`src/rtl/board_ram_arbiter.sv`:
```
// Request/grant arbiter for the single port of the game-board RAM.
// Four requesters: 0 initializer, 1 flipper, 2 validator, 3 display reader.
// Fixed priority 0>1>2>3, bounded hold time with preemption, and per-requester
// read-valid tags delayed by the RAM read latency.
// Optional: define ARB_ROUND_ROBIN_EN to rotate priority among requesters 1-3
// (requester 0 keeps absolute priority).
module board_ram_arbiter #(
  parameter int unsigned ADDR_W   = 7,
  parameter int unsigned DATA_W   = 2,
  parameter int unsigned RD_LAT   = 1,
  parameter int unsigned MAX_HOLD = 64
) (
  input  logic                  clock,
  input  logic                  reset,
  input  logic [3:0]            req,
  input  logic [4*ADDR_W-1:0]   addr_in,
  input  logic [4*DATA_W-1:0]   data_in,
  input  logic [3:0]            wren_in,
  output logic [3:0]            gnt,
  output logic [ADDR_W-1:0]     addr_out,
  output logic [DATA_W-1:0]     data_out,
  output logic                  wren_out,
  output logic [3:0]            rd_valid,
  output logic                  busy
);

  typedef enum logic [0:0] {StIdle, StOwn} state_e;

  state_e                  state_q, state_d;
  logic [1:0]              owner_q, owner_d;
  logic [7:0]              hold_q, hold_d;
  logic [RD_LAT-1:0][3:0]  tag_q, tag_d;
  logic [3:0]              owner_oh;
  logic [3:0]              others;
  logic [3:0]              take_mask;
  logic                    take;

`ifdef ARB_ROUND_ROBIN_EN
  logic [1:0] ptr_q, ptr_d;

  // Requester 0 first, then 1-3 starting just after the last granted of 1-3.
  function automatic logic [1:0] pick(input logic [3:0] m, input logic [1:0] ptr);
    logic [1:0] res;
    logic       found;
    logic [1:0] idx;
    res   = 2'd0;
    found = 1'b0;
    if (m[0]) begin
      found = 1'b1;
    end
    for (int unsigned k = 1; k <= 3; k++) begin
      idx = 2'(((32'(ptr) + k - 1) % 3) + 1);
      if (!found && m[idx]) begin
        res   = idx;
        found = 1'b1;
      end
    end
    return res;
  endfunction
`else
  function automatic logic [1:0] pick(input logic [3:0] m);
    if (m[0])      return 2'd0;
    else if (m[1]) return 2'd1;
    else if (m[2]) return 2'd2;
    else           return 2'd3;
  endfunction
`endif

  assign owner_oh = 4'b0001 << owner_q;
  assign others   = req & ~owner_oh;

  // Next-state: arbitration, release/handoff, hold counting and preemption.
  always_comb begin
    state_d   = state_q;
    owner_d   = owner_q;
    hold_d    = hold_q;
    take      = 1'b0;
    take_mask = req;
`ifdef ARB_ROUND_ROBIN_EN
    ptr_d     = ptr_q;
`endif
    unique case (state_q)
      StIdle: begin
        if (|req) take = 1'b1;
      end
      StOwn: begin
        if (!req[owner_q]) begin
          // Release re-arbitrates on the same edge; release wins over preemption.
          if (|req) begin
            take = 1'b1;
          end else begin
            state_d = StIdle;
            hold_d  = 8'd0;
          end
        end else if ((hold_q >= 8'(MAX_HOLD - 1)) && (|others)) begin
          take      = 1'b1;
          take_mask = others;
        end else if (hold_q != 8'(MAX_HOLD)) begin
          hold_d = hold_q + 8'd1;
        end
      end
      default: state_d = StIdle;
    endcase
    if (take) begin
      state_d = StOwn;
      hold_d  = 8'd0;
`ifdef ARB_ROUND_ROBIN_EN
      owner_d = pick(take_mask, ptr_q);
      if (owner_d != 2'd0) ptr_d = owner_d;
`else
      owner_d = pick(take_mask);
`endif
    end
  end

  // Outputs: grant from the registered owner, RAM port muxed from the owner.
  always_comb begin
    gnt      = 4'b0000;
    addr_out = '0;
    data_out = '0;
    wren_out = 1'b0;
    busy     = 1'b0;
    if (state_q == StOwn) begin
      gnt      = owner_oh;
      addr_out = addr_in[32'(owner_q)*ADDR_W +: ADDR_W];
      data_out = data_in[32'(owner_q)*DATA_W +: DATA_W];
      wren_out = wren_in[owner_q];
      busy     = 1'b1;
    end
  end

  // Read tag shift register: one stage per cycle of RAM read latency.
  always_comb begin
    tag_d[0] = gnt & ~wren_in;
    for (int unsigned i = 1; i < RD_LAT; i++) begin
      tag_d[i] = tag_q[i-1];
    end
  end

  assign rd_valid = tag_q[RD_LAT-1];

  // State registers with synchronous active-low reset.
  always_ff @(posedge clock) begin
    if (!reset) begin
      state_q <= StIdle;
      owner_q <= 2'd0;
      hold_q  <= 8'd0;
      tag_q   <= '0;
`ifdef ARB_ROUND_ROBIN_EN
      ptr_q   <= 2'd3;
`endif
    end else begin
      state_q <= state_d;
      owner_q <= owner_d;
      hold_q  <= hold_d;
      tag_q   <= tag_d;
`ifdef ARB_ROUND_ROBIN_EN
      ptr_q   <= ptr_d;
`endif
    end
  end

endmodule
```
`config.mk`:
```
export PLATFORM = sky130hd
export DESIGN_NAME = board_ram_arbiter
export DESIGN_NICKNAME = d
export VERILOG_FILES = /design/src/rtl/board_ram_arbiter.sv
export SDC_FILE = /design/constraint.sdc
export NUM_CORES = 1
export LEC_CHECK = 0
export BUFFER_PORTS_ARGS = -buffer_cell sky130_fd_sc_hd__clkbuf_2
export CORE_ASPECT_RATIO = 0.75
export CORE_MARGIN = 5
export CORE_UTILIZATION = 40
export DETAILED_ROUTE_END_ITERATION = 7
export PLACE_DENSITY = 0.78
export SKIP_CTS_REPAIR_TIMING = 1
export SLEW_MARGIN = 20
export SYNTH_ARGS = -nofsm -noshare
export SYNTH_HDL_FRONTEND = slang
export SYNTH_SLANG_ARGS = --single-unit
```
`constraint.sdc`:
```
create_clock -name clock -period 2.7 [get_ports clock]
set_clock_uncertainty 0.15 [all_clocks]
set_input_delay 0.81 -clock clock [delete_from_list [all_inputs] [get_ports clock]]
set_output_delay 0.81 -clock clock [all_outputs]
set_load 0.03 [all_outputs]
```
* Word-level counts from Yosys, hierarchy flattened
Index checks and enable logic that the tools add are counted.
Operators by class: $mul 1, multiplexer cells 26, bitwise gates (word level) 6, $lt $le $gt $ge 2, add/sub/neg operators 1, shifts and indexed selects 3, eq/ne operators 4, reductions and logical operators 5
Operator list (number):
- $mux 8 | 4
- $shiftx 28x6->7 | 1
- $mux 1 | 11
- $mux 3 | 3
- $add 8x1->8 const B | 1
- $and 4x4->4 | 2
- $ge 8x6->1 const B | 1
- $ne 8x7->1 const B | 1
- $not 4->4 | 2
- $reduce_or 4->1 | 2
- $shiftx 8x4->2 | 1
- $mux 7 | 1
- $mux 2 | 3
- $mul 2x3->5 const B | 1
- $bmux 1 s2 | 2
- $mux 4 | 1
- $ne 2x2->1 const B | 2
- $reduce_and 4->1 | 1
- $shl 1x2->4 const A | 1
- $lt 2x3->1 const B | 1
- $ne 2x1->1 const B | 1
- $not 1->1 | 2
- $pmux 1 s2 | 1
- $reduce_or 2->1 | 1
- $logic_and 1x1->1 | 1
Word-level totals: input port bits 46, flip-flop bits (word level) 15, word-level logic and storage cells 52, output and inout bits 19

* Longest topological paths before layout
depth after elaboration 11, gate-level depth with buffers 6, mapped depth without buffers 6

* Worst setup path after synthesis
Ideal clock, no wire load.
path type input -> output, from input addr_in[21], to output addr_out[0], data arrival time 1.504 ns, buffers on the path 0, cell stages on the path 2, data required time 1.740 ns, path slack 0.236 ns, cell sequence mux4_2 and2_1
On the way: cells in the longest elaborated chain, start to end 2
RTL lines:
- start, declared | RTL line 16 | input logic [4*ADDR_W-1:0] addr_in,
- $shiftx 28x6->7 | RTL line 125 | addr_out = addr_in[32'(owner_q)*ADDR_W +: ADDR_W];
- $mux 7 | RTL line 123 | if (state_q == StOwn) begin
- end, declared | RTL line 20 | output logic [ADDR_W-1:0] addr_out,
Every way passes these cells.

* Final worst setup path
from input addr_in[26], to output addr_out[5]
Same word-level chain as after synthesis.

==> flow_summary.ini <==
[timing]
finalHoldViolations = 0
rsz0062_at_grt = no
slew_viol_final = 0
finalCritPeriodShare_pct = 98.90
slew_headroom_pct = 74.51
min_period_ps = 2670
setup_viol = 0
setup_ws_ps = 29.68
clock.fmax_ghz = 0.3745
worstMarginPinSlew_ps = 382.4

[finish]
final_common_cell = clkbuf_2
drive_above_1_share_pct = 44.55
fin_cells = 240
layout-area-overhead-vs-synth_pct = 32.94
final_core_util_pct = 56.07
diodes = 0
fill_cells = 278
final_cell_mix = clkbuf_2 (62), dfxtp_1 (14), mux4_2 (11), and2_1 (11), inv_1 (8)
nets = 251

[placement]
hpwl_um = 3417
gp_congestion = 0.8690
dp_slack_ps = 19.22
place.port_buffers = 64
dpl.cell_count = 236

[setup_path]
cpPeakStageDelay_ps = 460
cp.required_ps = 1740
cpMostUsedCell = clkbuf_2
path_class = in2out
cp_max_fo = 1
worstSetupStartpointType = input port
path_cells = clkbuf_2 -> mux4_2 -> and2_1 -> clkbuf_2
arrival_ps = 1710
critPathSlowestCell = mux4_2
r2r-start = owner_q[0]$_SDFFE_PN0P_
startpoint = addr_in[26]
critPathCaptureType = output pin

[global_route]
grt_util_all_layers_pct = 19.36
antenna_found_initial = 0
overflow = 0
grt_pass1_wl_um = 6444
grt_pass1_vias = 1301
grt_start_max_net_pins = 21

[outcome]
status = finished clean

[floorplan]
die_area_um2 = 4399
die_x_um = 74.94
io_pins = 65
rows = 17
start_util_pct = 42.18
dieHeight_um = 58.70
core_um2 = 2999

[power_and_ir_drop]
power_density_nw_per_um2 = 369.4
irDropWorstVdd_mv = 0.1671
p_int_mw = 0.4213
p_total_mw = 0.6212
switching_share_pct = 32.18
combinationalPowerShare_pct = 32.2
leakage_nw = 0.7089
switching_power_mw = 0.1999
power_frac_clock_pct = 30.3
p_seq_share_pct = 37.4

[clocking]
cts_tree = built
clock_latency_ps = 250
clk_pin_slew_ps = 60
clockRootBuffer = clkbuf_8
cts_buffers = 3
clockBufferDepth = 2
htree_levels = 1
cts.sink_count = 15

[synth]
mappedNetlistArea_um2 = 1265
ys_types = 46
ys_warn_count = 0
synth_area_per_cell_um2 = 9.233
yosysSeqAreaShare_pct = 23.74
syn-num-nets = 185
syn_inst = 137
ys_ff_latch = 15

[detailed_routing]
drc = 0
drt_iter0_markers = 100
avgRoutedWirePerCell_um = 17.13
vias = 1369
postRouteAntennaNets = 0
routed_wl_um = 4110
drtPass1Iterations = 4
viasPerCell = 5.704

[hold_path]
hp-start = hold_q[5]$_SDFFE_PP0P_
hp-class = reg2reg

[job]
maxCapViolCount = 0
==> per-stage QoR <==
stage               TNS (ps)  hold slack [ps]  instance area, um^2
global route               0            423.3                 1682
global placement           0            343.2                 1630
CTS                   -288.1            357.9                 1677
detailed placement         0            348.4                 1630
finish                     0            355.5                 1682
floorplan                  0            319.3                 1265
==> cell families after synthesis <==
family                     after synthesis  synth area share, %
AOI/OAI and AO/OA                       33                20.28
and+or+nand+nor                         57                26.51
DFF                                     15                23.74
adders and majority gates                3                2.769
muxes                                   13                21.17
buffers and inverters                   16                5.539
==> critical path, delay by kind of cell <==
family,cells,cell delay (ps)
buffers and inverters,2,270
and+or+nand+nor,1,170
muxes,1,460
==> path summary, 6_finish.rpt <==
| kind | to | slack, ps | depth (start not counted) |
|---|---|---|---|
| min reg2reg | hold_q[5]$_SDFFE_PP0P_ | 360 | 2 |
| max | addr_out[5] | 30 | 4 |
| min | hold_q[5]$_SDFFE_PP0P_ | 360 | 2 |
| max reg2reg | hold_q[5]$_SDFFE_PP0P_ | 600 | 6 |
==> sequential cells by signal, summed over array words and instances (netlist names) <==
signal,flops
hold_q,8
owner_q,2
rd_valid,4
state_q,1
==> cell usage after synthesis, drive strengths merged <==
library cell / number / area [um^2]
nor4b: 1 / 8.760
nand4b: 1 / 8.760
and3: 1 / 6.260
buf: 4 / 25.02
o211ai: 7 / 66.31
o41ai: 1 / 8.760
inv: 8 / 30.03
o311a: 1 / 10.01
nor2b: 2 / 12.51
o311ai: 2 / 17.52
o31ai: 1 / 7.510
or3b: 1 / 8.760
nand2: 7 / 26.28
maj3: 1 / 10.01
and2: 12 / 77.58
o211a: 1 / 10.01
or3: 2 / 12.51
clkbuf: 4 / 15.01
nor2: 8 / 32.54
o21a: 1 / 7.510
nand3: 7 / 35.03
a21o: 1 / 7.510
or2: 2 / 12.51
nand3b: 1 / 7.510
mux4: 11 / 247.7
nand4: 2 / 12.51
a22o: 2 / 17.52
dfxtp: 15 / 300.3
o21ai: 3 / 15.01
mux2i: 2 / 20.02
a211o: 3 / 26.28
o221ai: 1 / 8.760
a21oi: 7 / 35.03
nor3: 4 / 20.02
a211oi: 1 / 7.510
and3b: 3 / 26.28
nor4: 1 / 12.51
a2111o: 1 / 11.26
ha: 2 / 25.02
nor3b: 2 / 15.01
==> layout make-up <==
class | instances | area [um^2] | area share (%)
Clock buffer | 3 | 41.29 | 2.455
Sequential cell | 15 | 301.5 | 17.93
Tap cell | 38 | 47.55 | 2.827
Multi-Input combinational cell | 106 | 894.6 | 53.20
Inverter | 8 | 30.03 | 1.786
Clock inverter | 1 | 5.005 | 0.2976
Timing Repair Buffer | 69 | 361.6 | 21.50
==> power by group through the flow <==
stage               clock network, mW  registers [mW]  logic, mW
detailed placement                  0           0.237      0.200
global placement                    0           0.237      0.193
CTS                             0.194           0.232      0.200
floorplan                           0           0.237      0.124
global route                    0.206           0.233      0.215
finish                          0.188           0.233      0.200
==> metal layers <==
layer	vias up	track usage (%)	share of wire (%)
li1	660	-	-
met1	648	28.05	43
met5	-	0	0
met3	9	4.266	6.1
met2	52	28.54	49
met4	0	5.838	1.6
(Power assumes the default switching activity.)
